==> config.mk <==
export PLATFORM = sky130hd
export DESIGN_NAME = bicubic_job_sched
export DESIGN_NICKNAME = d
export VERILOG_FILES = /design/src/rtl/bicubic_job_sched.sv
export SDC_FILE = /design/constraint.sdc
export NUM_CORES = 1
export LEC_CHECK = 0
export BUFFER_PORTS_ARGS = -buffer_cell sky130_fd_sc_hd__buf_4
export CELL_PAD_IN_SITES_DETAIL_PLACEMENT = 0
export CELL_PAD_IN_SITES_GLOBAL_PLACEMENT = 1
export CORE_MARGIN = 3
export CORE_UTILIZATION = 54
export CTS_CLUSTER_SIZE = 16
export DETAILED_ROUTE_END_ITERATION = 7
export PLACE_DENSITY = 0.89
export SLEW_MARGIN = 20
export SYNTH_ARGS = -nofsm -noshare
export SYNTH_HDL_FRONTEND = slang
export SYNTH_SLANG_ARGS = --single-unit
==> constraint.sdc <==
create_clock -name i_clk -period 18.5 [get_ports i_clk]
set_input_delay 3.7 -clock i_clk [delete_from_list [all_inputs] [get_ports i_clk]]
set_output_delay 3.7 -clock i_clk [all_outputs]
set_load 0.05 [all_outputs]
==> src/rtl/bicubic_job_sched.sv <==
// Job scheduler for the Bicubic scaling engine.
// Queues ROI/scale jobs, rejects malformed ones, sequences the engine through
// reset / parameter load / start, waits for DONE and relocates engine writes
// into each job's output region.
// Optional feature: define BICUBIC_SCHED_TIMEOUT_EN to enable the RUN watchdog.
module bicubic_job_sched #(
  parameter int DEPTH       = 4,
  parameter int IMG_DIM     = 100,
  parameter int RST_CYC     = 2,
  parameter int TIMEOUT_CYC = 20000
) (
  input  logic        i_clk,
  input  logic        i_rst_n,
  input  logic        i_job_valid,
  output logic        o_job_ready,
  input  logic [6:0]  i_job_v0,
  input  logic [6:0]  i_job_h0,
  input  logic [4:0]  i_job_sw,
  input  logic [4:0]  i_job_sh,
  input  logic [5:0]  i_job_tw,
  input  logic [5:0]  i_job_th,
  input  logic [13:0] i_job_base,
  output logic        o_eng_rst,
  output logic        o_eng_enable,
  output logic [6:0]  o_eng_v0,
  output logic [6:0]  o_eng_h0,
  output logic [4:0]  o_eng_sw,
  output logic [4:0]  o_eng_sh,
  output logic [5:0]  o_eng_tw,
  output logic [5:0]  o_eng_th,
  input  logic        i_eng_done,
  input  logic        i_eng_we,
  input  logic [13:0] i_eng_waddr,
  output logic        o_mem_we,
  output logic [13:0] o_mem_waddr,
  output logic        o_job_done,
  output logic        o_job_err,
  output logic        o_busy
);

  typedef struct packed {
    logic [6:0]  v0;
    logic [6:0]  h0;
    logic [4:0]  sw;
    logic [4:0]  sh;
    logic [5:0]  tw;
    logic [5:0]  th;
    logic [13:0] base;
  } job_t;

  typedef enum logic [2:0] {
    S_IDLE, S_CHECK, S_RSTE, S_LOAD, S_START, S_RUN, S_RETIRE
  } state_t;

  localparam int PW = (DEPTH > 1) ? $clog2(DEPTH) : 1;
  localparam int RW = (RST_CYC > 1) ? $clog2(RST_CYC + 1) : 1;

  state_t        r_state, w_state_next;
  job_t          r_fifo [DEPTH];
  logic [PW-1:0] r_wr_ptr, r_rd_ptr;
  logic [PW:0]   r_count;
  logic          r_ready_en;
  logic          r_done_prev;
  logic [RW-1:0] r_rst_cnt;
  logic [13:0]   r_base;
  logic [6:0]    r_eng_v0, r_eng_h0;
  logic [4:0]    r_eng_sw, r_eng_sh;
  logic [5:0]    r_eng_tw, r_eng_th;

  job_t w_head;
  logic w_full, w_empty, w_push, w_pop, w_illegal, w_done_rise;
  logic w_timeout, w_abort;

  assign w_head  = r_fifo[r_rd_ptr];
  assign w_full  = (r_count == (PW+1)'(DEPTH));
  assign w_empty = (r_count == '0);

  // A job is rejected when it is too small to interpolate or its ROI leaves the image.
  assign w_illegal = (w_head.tw < 6'd2) || (w_head.th < 6'd2) ||
                     (w_head.sw < 5'd2) || (w_head.sh < 5'd2) ||
                     ((int'(w_head.v0) + int'(w_head.sh)) > IMG_DIM) ||
                     ((int'(w_head.h0) + int'(w_head.sw)) > IMG_DIM);

  // Ready also while full if an entry leaves this cycle, so push+pop keeps occupancy.
  assign o_job_ready = r_ready_en && (!w_full || w_pop);
  assign w_push      = i_job_valid && o_job_ready;
  assign w_done_rise = i_eng_done && !r_done_prev;
  assign o_mem_waddr = r_base + i_eng_waddr;
  assign o_busy      = (r_state != S_IDLE) || !w_empty;

  assign o_eng_v0 = r_eng_v0;
  assign o_eng_h0 = r_eng_h0;
  assign o_eng_sw = r_eng_sw;
  assign o_eng_sh = r_eng_sh;
  assign o_eng_tw = r_eng_tw;
  assign o_eng_th = r_eng_th;

`ifdef BICUBIC_SCHED_TIMEOUT_EN
  localparam int WW = $clog2(TIMEOUT_CYC + 1);
  logic [WW-1:0] r_wdog;
  logic          r_timed_out;

  // Threshold chosen so RETIRE lands exactly TIMEOUT_CYC cycles after START.
  assign w_timeout = (r_state == S_RUN) && (r_wdog >= WW'(TIMEOUT_CYC - 2));
  assign w_abort   = r_timed_out;

  // Watchdog: cleared at START, counts RUN cycles; remembers whether RUN ended by abort.
  always_ff @(posedge i_clk or negedge i_rst_n) begin
    if (!i_rst_n) begin
      r_wdog      <= '0;
      r_timed_out <= 1'b0;
    end else if (r_state == S_START) begin
      r_wdog      <= '0;
      r_timed_out <= 1'b0;
    end else if (r_state == S_RUN) begin
      r_wdog <= r_wdog + 1'b1;
      if (w_timeout && !w_done_rise) r_timed_out <= 1'b1;
    end
  end
`else
  localparam int unused_timeout_cyc = TIMEOUT_CYC;
  assign w_timeout = 1'b0;
  assign w_abort   = 1'b0;
`endif

  // State register.
  always_ff @(posedge i_clk or negedge i_rst_n) begin
    if (!i_rst_n) r_state <= S_IDLE;
    else          r_state <= w_state_next;
  end

  // Next-state logic.
  always_comb begin
    // NOTE: default assignment first so no path through the case infers a latch.
    w_state_next = r_state;
    case (r_state)
      S_IDLE:   if (!w_empty) w_state_next = S_CHECK;
      S_CHECK:  w_state_next = w_illegal ? S_IDLE : S_RSTE;
      S_RSTE:   if (r_rst_cnt == RW'(RST_CYC - 1)) w_state_next = S_LOAD;
      S_LOAD:   w_state_next = S_START;
      S_START:  w_state_next = S_RUN;
      S_RUN:    if (w_done_rise || w_timeout) w_state_next = S_RETIRE;
      S_RETIRE: w_state_next = S_IDLE;
      default:  w_state_next = S_IDLE;
    endcase
  end

  // Output decode: engine control, write gating, retire pulses and FIFO pop.
  always_comb begin
    o_eng_rst    = 1'b1;
    o_eng_enable = 1'b0;
    o_mem_we     = 1'b0;
    o_job_done   = 1'b0;
    o_job_err    = 1'b0;
    w_pop        = 1'b0;
    case (r_state)
      S_CHECK: begin
        if (w_illegal) begin
          w_pop     = 1'b1;
          o_job_err = 1'b1;
        end
      end
      S_LOAD:  o_eng_rst = 1'b0;
      S_START: begin
        o_eng_rst    = 1'b0;
        o_eng_enable = 1'b1;
      end
      S_RUN: begin
        o_eng_rst = 1'b0;
        o_mem_we  = i_eng_we;
      end
      S_RETIRE: begin
        w_pop = 1'b1;
        if (w_abort) o_job_err  = 1'b1;
        else         o_job_done = 1'b1;
      end
      default: ;
    endcase
  end

  // NOTE: the job storage has no reset; only pointers and count define what is valid.
  // Job storage write port.
  always_ff @(posedge i_clk) begin
    if (w_push) begin
      r_fifo[r_wr_ptr] <= '{v0: i_job_v0, h0: i_job_h0, sw: i_job_sw, sh: i_job_sh,
                            tw: i_job_tw, th: i_job_th, base: i_job_base};
    end
  end

  // FIFO bookkeeping, DONE edge history, reset-hold counter and engine parameter registers.
  always_ff @(posedge i_clk or negedge i_rst_n) begin
    if (!i_rst_n) begin
      // NOTE: non-blocking assignments so every register samples pre-edge values.
      r_ready_en  <= 1'b0;
      r_wr_ptr    <= '0;
      r_rd_ptr    <= '0;
      r_count     <= '0;
      r_done_prev <= 1'b0;
      r_rst_cnt   <= '0;
      r_base      <= '0;
      r_eng_v0    <= '0;
      r_eng_h0    <= '0;
      r_eng_sw    <= '0;
      r_eng_sh    <= '0;
      r_eng_tw    <= '0;
      r_eng_th    <= '0;
    end else begin
      r_ready_en  <= 1'b1;
      r_done_prev <= i_eng_done;
      if (w_push) r_wr_ptr <= r_wr_ptr + 1'b1;
      if (w_pop)  r_rd_ptr <= r_rd_ptr + 1'b1;
      case ({w_push, w_pop})
        2'b10:   r_count <= r_count + 1'b1;
        2'b01:   r_count <= r_count - 1'b1;
        default: r_count <= r_count;
      endcase
      if (r_state == S_CHECK)     r_rst_cnt <= '0;
      else if (r_state == S_RSTE) r_rst_cnt <= r_rst_cnt + 1'b1;
      if (r_state == S_LOAD) begin
        r_eng_v0 <= w_head.v0;
        r_eng_h0 <= w_head.h0;
        r_eng_sw <= w_head.sw;
        r_eng_sh <= w_head.sh;
        r_eng_tw <= w_head.tw;
        r_eng_th <= w_head.th;
        r_base   <= w_head.base;
      end
    end
  end

endmodule

==> impl_metrics.ini, run 1 <==
[placement]
place.gp.congestion = 0.759
place_inst = 978
port_buffers = 125
dp_hpwl_um = 13800
dpl_cell_area_um2 = 12200
pre_cts_ws_ns = 8.67

[sta]
finalHoldViolCount = 0
slew_headroom_pct = 36.5
worst_pin_slew_ns = 0.952
clock.fmax_mhz = 101
finalCritPeriodShare_pct = 53.5
worst_slack_ns = 8.61
fin_setup_tns_ns = 0
setup_violations = 0
skew_ns = 0.0131
min_period_ns = 9.89
slew_viol_final = 0
rsz0062_at_grt = no

[logic_synthesis]
yosysWarningCount = 0
yosysSeqAreaShare_pct = 69.2
synth_commonest_cells = edfxtp_1 (200), dfrtp_1 (64), mux2_2 (47)
avgSynthCellArea_um2 = 18.3
synth.largest_area_cell = edfxtp_1
synth.area.top_cells = edfxtp_1 (55%), dfrtp_1 (15%), mux4_2 (8.6%)
synth-async-reset-ratio_pct = 24.2
synthDistinctLibCells = 54
synthFlopType = edfxtp_1
synth-edff-count = 200
yosys.cell_count.top_type = edfxtp_1
synth_seq_cells = 264
postSynthCellCount = 602
syn_nets = 704
netlist_area_um2 = 11000
synth_top_area_share_pct = 54.6

[floorplan]
design.core.area_um2 = 19700
rows = 51
start_util_pct = 55.8
die_y_um = 149
die-area_um2 = 22100
die_w_um = 149
io_pins = 126

[clock_network]
clkTransAtPathRegs_ns = 0.06
cts.htree.levels = 1
clockRootBuffer = clkbuf_16
cts_buffer_depth = 3
clkLatencyLatePin_ns = 0.51
post_cts_resized = 0
postCtsSetupRepairBufs = 0
cts_sinks = 264
cts_tree = yes
postCtsHoldBufs = 0
cts_buffers = 26

[setup_path]
crit_family = compound AO/OA/AOI/OAI gates
required_ns = 14.80
end_kind = output port
cp.depth = 13
cpPeakStageDelay_ns = 0.34
crit_path_max_fanout = 2
critPathKind = input port to output port
r2r-start = r_rd_ptr[1]$_DFFE_PN0P_
path_buf_inv = 3
startpoint = i_eng_waddr[0]
slowest_stage = o41ai_1
regToRegEndpoint = r_fifo[3][27]$_DFFE_PP_
worstSetupStartpointType = input port
rrSetupSlack_ns = 12.68
crit_arrival_ns = 6.19
crit_end = o_mem_waddr[12]
path_cells = buf_4 -> ha_1 -> inv_1 -> fa_1 -> nor2b_1 -> o21ai_0 -> a21boi_0 -> o21ai_0 -> a21oi_1 -> a41o_1 -> o41ai_1 -> xnor2_1 -> buf_4
r2r_cells = 13

[power]
combPwrFrac_pct = 44.5
finalPower_w = 0.00249
seqPwrFrac_pct = 33.9
switching_share_pct = 38.4
p_sw_w = 0.000955
p_clk_share_pct = 21.7
power.density_nw_per_um2 = 189
irDropWorstVdd_mv = 0.132
internal_power_w = 0.00153
cellLeakagePower_nw = 4.99

[finish]
stdcell_count = 1026
num-fill-cells = 1295
fin_area_um2 = 13100
area_growth_pct = 19.5
antenna_cells = 0
nets = 843
drive_gt1_share_pct = 36.4

[grt]
grt_util_all_layers_pct = 19.7
grt_pass1_vias = 6252
grt_pass1_wl_um = 33900
grt_start_max_net_pins = 65
grt_overflow = 0
antenna_found_initial = 0

[routing]
drc = 0
drtIter0Drc = 406
post_drt_wl_per_cell_um = 21.0
drt_wl_total_um = 21500
ant_nets = 0
dr_total_vias = 5844
via_per_inst = 5.70
drt_pass1_iterations = 5

[status]
outcome = complete, no violations

[min_path]
hold_class = register to register

[job]
cap_violations = 0
## layout by cell type, fill, tap and decap left out, types with 8 or more instances in the layout
cell and instances:
a21oi_1 11, buf_4 132, clkbuf_16 27, dfrtp_1 62, edfxtp_1 200, ha_1 29
inv_1 27, mux2_2 47, mux4_1 8, mux4_2 42, nand2_1 16, nor2_1 17
o21ai_0 19, xnor2_1 14
## power groups by stage
stage	combinational (W)	sequential, W	clock [W]
2_1_floorplan	0.000709	0.000954	0
3_3_place_gp	0.00107	0.000846	0
3_5_place_dp	0.00111	0.000854	0
4_1_cts	0.00111	0.000843	0.000550
5_1_grt	0.00118	0.000858	0.000571
6_report	0.00111	0.000842	0.000539
## sequential cells by signal, summed over array words and instances (netlist names), 3 cells and up
name / flops
o_eng_v0: 7
o_eng_th: 6
o_eng_h0: 7
r_base: 14
r_count: 3
r_state: 3
r_fifo: 200
o_eng_sw: 5
o_eng_sh: 5
o_eng_tw: 6
## worst min path at each step
stage,from,end,depth (start not counted)
floorplan,r_count[2]$_DFFE_PN0P_,r_count[2]$_DFFE_PN0P_,1
global placement,r_count[0]$_DFFE_PN0P_,r_count[0]$_DFFE_PN0P_,1
detailed placement,r_rst_cnt[1]$_DFFE_PN0P_,r_rst_cnt[1]$_DFFE_PN0P_,1
CTS,o_eng_v0[1]$_DFFE_PN0P_,o_eng_v0[1]$_DFFE_PN0P_,2
global route,r_base[10]$_DFFE_PN0P_,r_base[10]$_DFFE_PN0P_,1
finish,o_eng_v0[1]$_DFFE_PN0P_,o_eng_v0[1]$_DFFE_PN0P_,2
## final cells by class
type	count	area (um2)	share of cell area, %
Multi-Input combinational cell	290	3200	24.3
Clock buffer	37	763	5.81
Clock inverter	11	139	1.06
Inverter	27	101	0.772
Sequential cell	264	7610	57.9
Timing Repair Buffer	132	991	7.54
Tap cell	265	332	2.52
## routing by layer
layer / GRT usage [%] / up-vias / part of all wire (%)
li1: - / 2638 / -
met3: 3.56 / 22 / 5.1
met2: 34.4 / 155 / 52
met4: 4.11 / 0 / 1.3
met1: 26.1 / 3029 / 41
met5: 0 / - / 0
## through the flow
stage / hold slack (ns) / util [%]
4_1_cts: 0.511 / 66.6
2_1_floorplan: 0.464 / -
6_report: 0.503 / 66.6
3_5_place_dp: 0.495 / 62.0
5_1_grt: 0.520 / 66.6
3_3_place_gp: 0.485 / 62.0
## tightest hold or removal path: stages (launching register included)
cell,delay (ns)
dfrtp_1,0.36
nand2_1,0.05
o21ai_0,0.06
## kinds of logic (layout without fill, tap and decap cells)
family / Yosys count / in the layout / share of synthesized area [%]
compound gates: 59 / 59 / 4.02
xor+xnor: 20 / 20 / 1.59
fa+ha+maj: 33 / 33 / 4.03
buf+inv: 48 / 207 / 1.98
flops: 264 / 264 / 69.2
mux: 98 / 98 / 15.5
other cells: 1 / 1 / 0.0341
simple gates: 79 / 79 / 3.68
(Power assumes the default switching activity.)
==> run 2: changes to the inputs <==
Settings changed: CORE_UTILIZATION 54 to 50, PLACE_DENSITY 0.89 to 0.84.
Clock period 18.5 ns to 9.6 ns, I/O delays scaled along.
==> impl_metrics.ini, run 2 (synthesis results as in run 1) <==
[clock_network]
cts_sinks = 264
postCtsHoldBufs = 0
post_cts_resized = 0
cts.htree.levels = 1
clockRootBuffer = clkbuf_16
cts_buffers = 28
postCtsSetupRepairBufs = 0
cts_tree = yes
clkLatencyLatePin_ns = 0.53
cts_buffer_depth = 3
clkTransAtPathRegs_ns = 0.06

[power]
p_sw_w = 0.00186
irDropWorstVdd_mv = 0.213
cellLeakagePower_nw = 5.03
power.density_nw_per_um2 = 369
combPwrFrac_pct = 43.5
switching_share_pct = 38.1
finalPower_w = 0.00489
seqPwrFrac_pct = 33.1
p_clk_share_pct = 23.4
internal_power_w = 0.00303

[setup_path]
crit_path_frequent_cell = buf_4
r2r_cells = 13
cpPeakStageDelay_ns = 0.55
crit_arrival_ns = 4.83
rrSetupSlack_ns = 3.89
end_kind = output port
path_cells = buf_4 -> mux4_2 -> ha_1 -> inv_1 -> fa_1 -> nor2b_1 -> o22ai_1 -> or4bb_1 -> o221a_2 -> a2111oi_4 -> or2_2 -> o21a_1 -> buf_4
regToRegEndpoint = r_fifo[1][46]$_DFFE_PP_
startpoint = r_rd_ptr[1]$_DFFE_PN0P_
r2r-start = r_rd_ptr[1]$_DFFE_PN0P_
crit_path_max_fanout = 51
required_ns = 7.68
critPathKind = register to output port
worstSetupStartpointType = register
slowest_stage = buf_4

[grt]
grt_start_max_net_pins = 65
grt_util_all_layers_pct = 18.3
antenna_found_initial = 0
grt_pass1_wl_um = 34200
grt_overflow = 0
grt_pass1_vias = 6215

[sta]
skew_ns = 0.0150
finalCritPeriodShare_pct = 70.3
rsz0062_at_grt = no
slew_viol_final = 0
fin_setup_tns_ns = 0
slew_headroom_pct = 39.9
worst_pin_slew_ns = 0.901
clock.fmax_mhz = 148
setup_violations = 0
finalHoldViolCount = 0
min_period_ns = 6.75

[placement]
dp_hpwl_um = 14200
place.gp.congestion = 0.769
port_buffers = 125

[min_path]
min-delay-start = r_count[2]$_DFFE_PN0P_
hold_class = register to register
hold_depth = 1
min_to = r_count[2]$_DFFE_PN0P_

[floorplan]
start_util_pct = 51.6
rows = 53
design.core.area_um2 = 21300
io_pins = 126
die-area_um2 = 23800
die_y_um = 154
die_w_um = 154

[routing]
drtIter0Drc = 371
drt_pass1_iterations = 5
drt_wl_total_um = 21800
drc = 0
post_drt_wl_per_cell_um = 20.9
dr_total_vias = 5806
ant_nets = 0
via_per_inst = 5.58

[finish]
largest_reg_flops = 200
final_cell_mix = edfxtp_1 (200), buf_4 (132), dfrtp_1 (62), mux2_2 (47), mux4_2 (42)
layout_commonest_cell = edfxtp_1
reg_top3 = r_fifo x200, r_base x14
regMostFlops = r_fifo
antenna_cells = 0
area_growth_pct = 20.6
drive_gt1_share_pct = 36.9
nets = 845

[status]
outcome = complete, no violations

[job]
cap_violations = 0
-- run 2: how the worst max path moves through the flow --
stage,to,slack (ns),cells after the start
3_3_place_gp,o_mem_waddr[12],3.34,13
6_report,o_job_ready,2.85,13
5_1_grt,o_job_ready,2.53,12
3_5_place_dp,o_mem_waddr[12],3.32,13
2_1_floorplan,r_fifo[0][0]$_DFFE_PP_,2.39,14
4_1_cts,o_job_ready,2.77,10
-- run 2: layer usage --
layer  vias up  wire length [um]  track usage, %
li1       2646                 -               -
met1      2954              8760            23.9
met2       180             11300            32.3
met3        26              1460            3.36
met4         0               227            3.99
met5         -                 0               0
-- run 2: layout make-up --
type                       instances  area (um2)
clock buffer                      35         778
clock inverter                    17         236
fill                            1512        8030
inverter                          27         101
multi-input combinational        290        3200
sequential                       264        7610
tap                              275         344
timing repair buffer             132         991
-- run 2: power groups by stage --
stage          clock network (W)  registers [W]  logic, W
6_report                 0.00115        0.00162   0.00213
5_1_grt                  0.00122        0.00165   0.00229
4_1_cts                  0.00117        0.00162   0.00215
3_5_place_dp                   0        0.00164   0.00213
3_3_place_gp                   0        0.00163   0.00209
2_1_floorplan                  0        0.00184   0.00137
-- run 2: stage by stage --
step | worst slack, ns | std cells | instance area, um2 | util [%] | hold slack (ns)
final | 2.85 | 1040 | 13300 | 62.3 | 0.494
after global routing | 2.53 | 1040 | 13300 | 62.3 | 0.528
after CTS | 2.77 | 1040 | 13300 | 62.3 | 0.496
after detailed placement | 3.32 | 988 | 12200 | 57.5 | 0.482
after global placement | 3.34 | 988 | 12200 | 57.5 | 0.477
after floorplan | 2.39 | 602 | 11000 | - | 0.464
-- run 2: critical path: cells and delay by family (launching register included) --
kind            cells  cell delay (ns)
simple gates        3             0.88
buf+inv             3             0.82
fa+ha+maj           2             0.64
flops               1             0.34
mux                 1             0.43
compound gates      4             1.19
==> run 3: changes to the inputs <==
Clock period 9.6 ns to 7 ns, I/O delays scaled along.
==> impl_metrics.ini, run 3 (synthesis results as in run 1) <==
[status]
outcome = complete, no violations

[routing]
drtIter0Drc = 387
drt_pass1_iterations = 5
via_per_inst = 5.65
ant_nets = 0
dr_total_vias = 5874
drt_wl_total_um = 21500
drc = 0
post_drt_wl_per_cell_um = 20.7

[power]
power.density_nw_per_um2 = 496
irDropWorstVdd_mv = 0.263
finalPower_w = 0.00654
cellLeakagePower_nw = 5.01

[clock_network]
postCtsHoldBufs = 0
post_cts_resized = 0
cts_tree = yes
postCtsSetupRepairBufs = 0
clkTransAtPathRegs_ns = 0.06
cts_sinks = 264
cts.htree.levels = 1
clockRootBuffer = clkbuf_16
clkLatencyLatePin_ns = 0.54
cts_buffers = 27
cts_buffer_depth = 3

[setup_path]
critPathKind = register to output port
worstSetupStartpointType = register
crit_arrival_ns = 4.89
path_buf_inv = 2
slowest_stage = dfrtp_4
end_kind = output port
required_ns = 5.60
crit_family = compound AO/OA/AOI/OAI gates
path_cells = buf_4 -> mux4_2 -> ha_1 -> o21ai_0 -> or4bb_1 -> o221a_2 -> a2111oi_4 -> or2_2 -> o21a_1 -> buf_4
crit_path_frequent_cell = buf_4
cpPeakStageDelay_ns = 0.81
crit_path_max_fanout = 31

[floorplan]
io_pins = 126
die-area_um2 = 23800
die_y_um = 154
die_w_um = 154
design.core.area_um2 = 21300
start_util_pct = 51.6
rows = 53

[finish]
largest_reg_flops = 200
regMostFlops = r_fifo
antenna_cells = 0
area_growth_pct = 19.9
final_cell_mix = edfxtp_1 (200), buf_4 (132), dfrtp_1 (62), mux2_2 (47), mux4_2 (42)
nets = 846
drive_gt1_share_pct = 36.9
reg_top3 = r_fifo x200, r_base x14
layout_commonest_cell = edfxtp_1
stdcell_count = 1040

[sta]
setup_violations = 0
finalCritPeriodShare_pct = 89.9
skew_ns = 0.0257
fin_setup_tns_ns = 0
min_period_ns = 6.29
slew_headroom_pct = 39.2
slew_viol_final = 0
finalHoldViolCount = 0
clock.fmax_mhz = 159
rsz0062_at_grt = no
worst_pin_slew_ns = 0.912

[placement]
place.gp.congestion = 0.789
port_buffers = 125
dp_hpwl_um = 14400
place_inst = 990

[grt]
grt_pass1_wl_um = 34100
antenna_found_initial = 0
grt_util_all_layers_pct = 18.1
grt_overflow = 0
grt_start_max_net_pins = 65
grt_pass1_vias = 6227

[job]
cap_violations = 0

[min_path]
hold_class = register to register
run 3: changes by cell type in the layout (fill, tap and decap cells not counted), moves of 2 or more:
cell,change
bufinv_16,-4
clkbuf_8,+3
buf_12,+2
clkbuf_16,-2
clkinv_2,+2
clkinvlp_4,-4
inv_6,+4
run 3: through the flow:
stage          worst slack [ns]  area (um2)  utilization [%]  hold WS, ns
2_1_floorplan            -0.205       11000                -        0.464
3_3_place_gp               1.30       12300             57.7        0.473
3_5_place_dp               1.24       12300             57.7        0.483
4_1_cts                   0.651       13200             61.9        0.496
5_1_grt                   0.448       13200             61.9        0.516
6_report                  0.709       13200             61.9        0.494
run 3: report_power, final:
group	switching (W)	leakage, nW	total (W)	internal (W)
sequential	0.000226	2.58	0.00224	0.00202
combinational	0.00173	1.98	0.00289	0.00116
clock	0.000592	0.447	0.00141	0.000819
total	0.00255	5.01	0.00654	0.00400
run 3: final cells by class:
type | count | area (um2)
Fill cell | 1510 | 8100
Sequential cell | 264 | 7610
Multi-Input combinational cell | 290 | 3200
Timing Repair Buffer | 134 | 1030
Clock buffer | 36 | 769
Tap cell | 275 | 344
Clock inverter | 14 | 126
Inverter | 27 | 101
run 3: worst paths after layout:
path                            cells after the start                     from                      end  slack (ns)
worst max register to register                     10  r_rd_ptr[0]$_DFFE_PN0P_  r_fifo[3][12]$_DFFE_PP_        1.37
worst max-delay path                               10  r_rd_ptr[0]$_DFFE_PN0P_              o_job_ready        0.71
min in group asynchronous                           1                  i_rst_n  o_eng_v0[3]$_DFFE_PN0P_        0.99
worst min-delay path                                2  o_eng_sh[1]$_DFFE_PN0P_  o_eng_sh[1]$_DFFE_PN0P_        0.49
worst min register to register                      2  o_eng_sh[1]$_DFFE_PN0P_  o_eng_sh[1]$_DFFE_PN0P_        0.49
max in group asynchronous                           1                  i_rst_n  r_rd_ptr[0]$_DFFE_PN0P_        5.31
run 3: worst reg2reg max path, cell delays in order, from the launching register on:
cell and delay (ns):
dfrtp_4 0.81, buf_4 0.54, mux4_2 0.63, ha_1 0.36, o21ai_0 0.13, or4bb_1 0.54, o221a_2 0.33, a2111oi_4 0.49
o311ai_4 0.28, nor2_4 0.75, buf_4 0.45
run 3: routing by layer:
layer | up-vias | global-route usage (%) | part of all wire (%)
met4 | 0 | 4.75 | 2.5
met3 | 41 | 3.33 | 5.1
met5 | - | 0 | 0
met2 | 180 | 30.0 | 50
met1 | 3015 | 25.2 | 42
li1 | 2638 | - | -
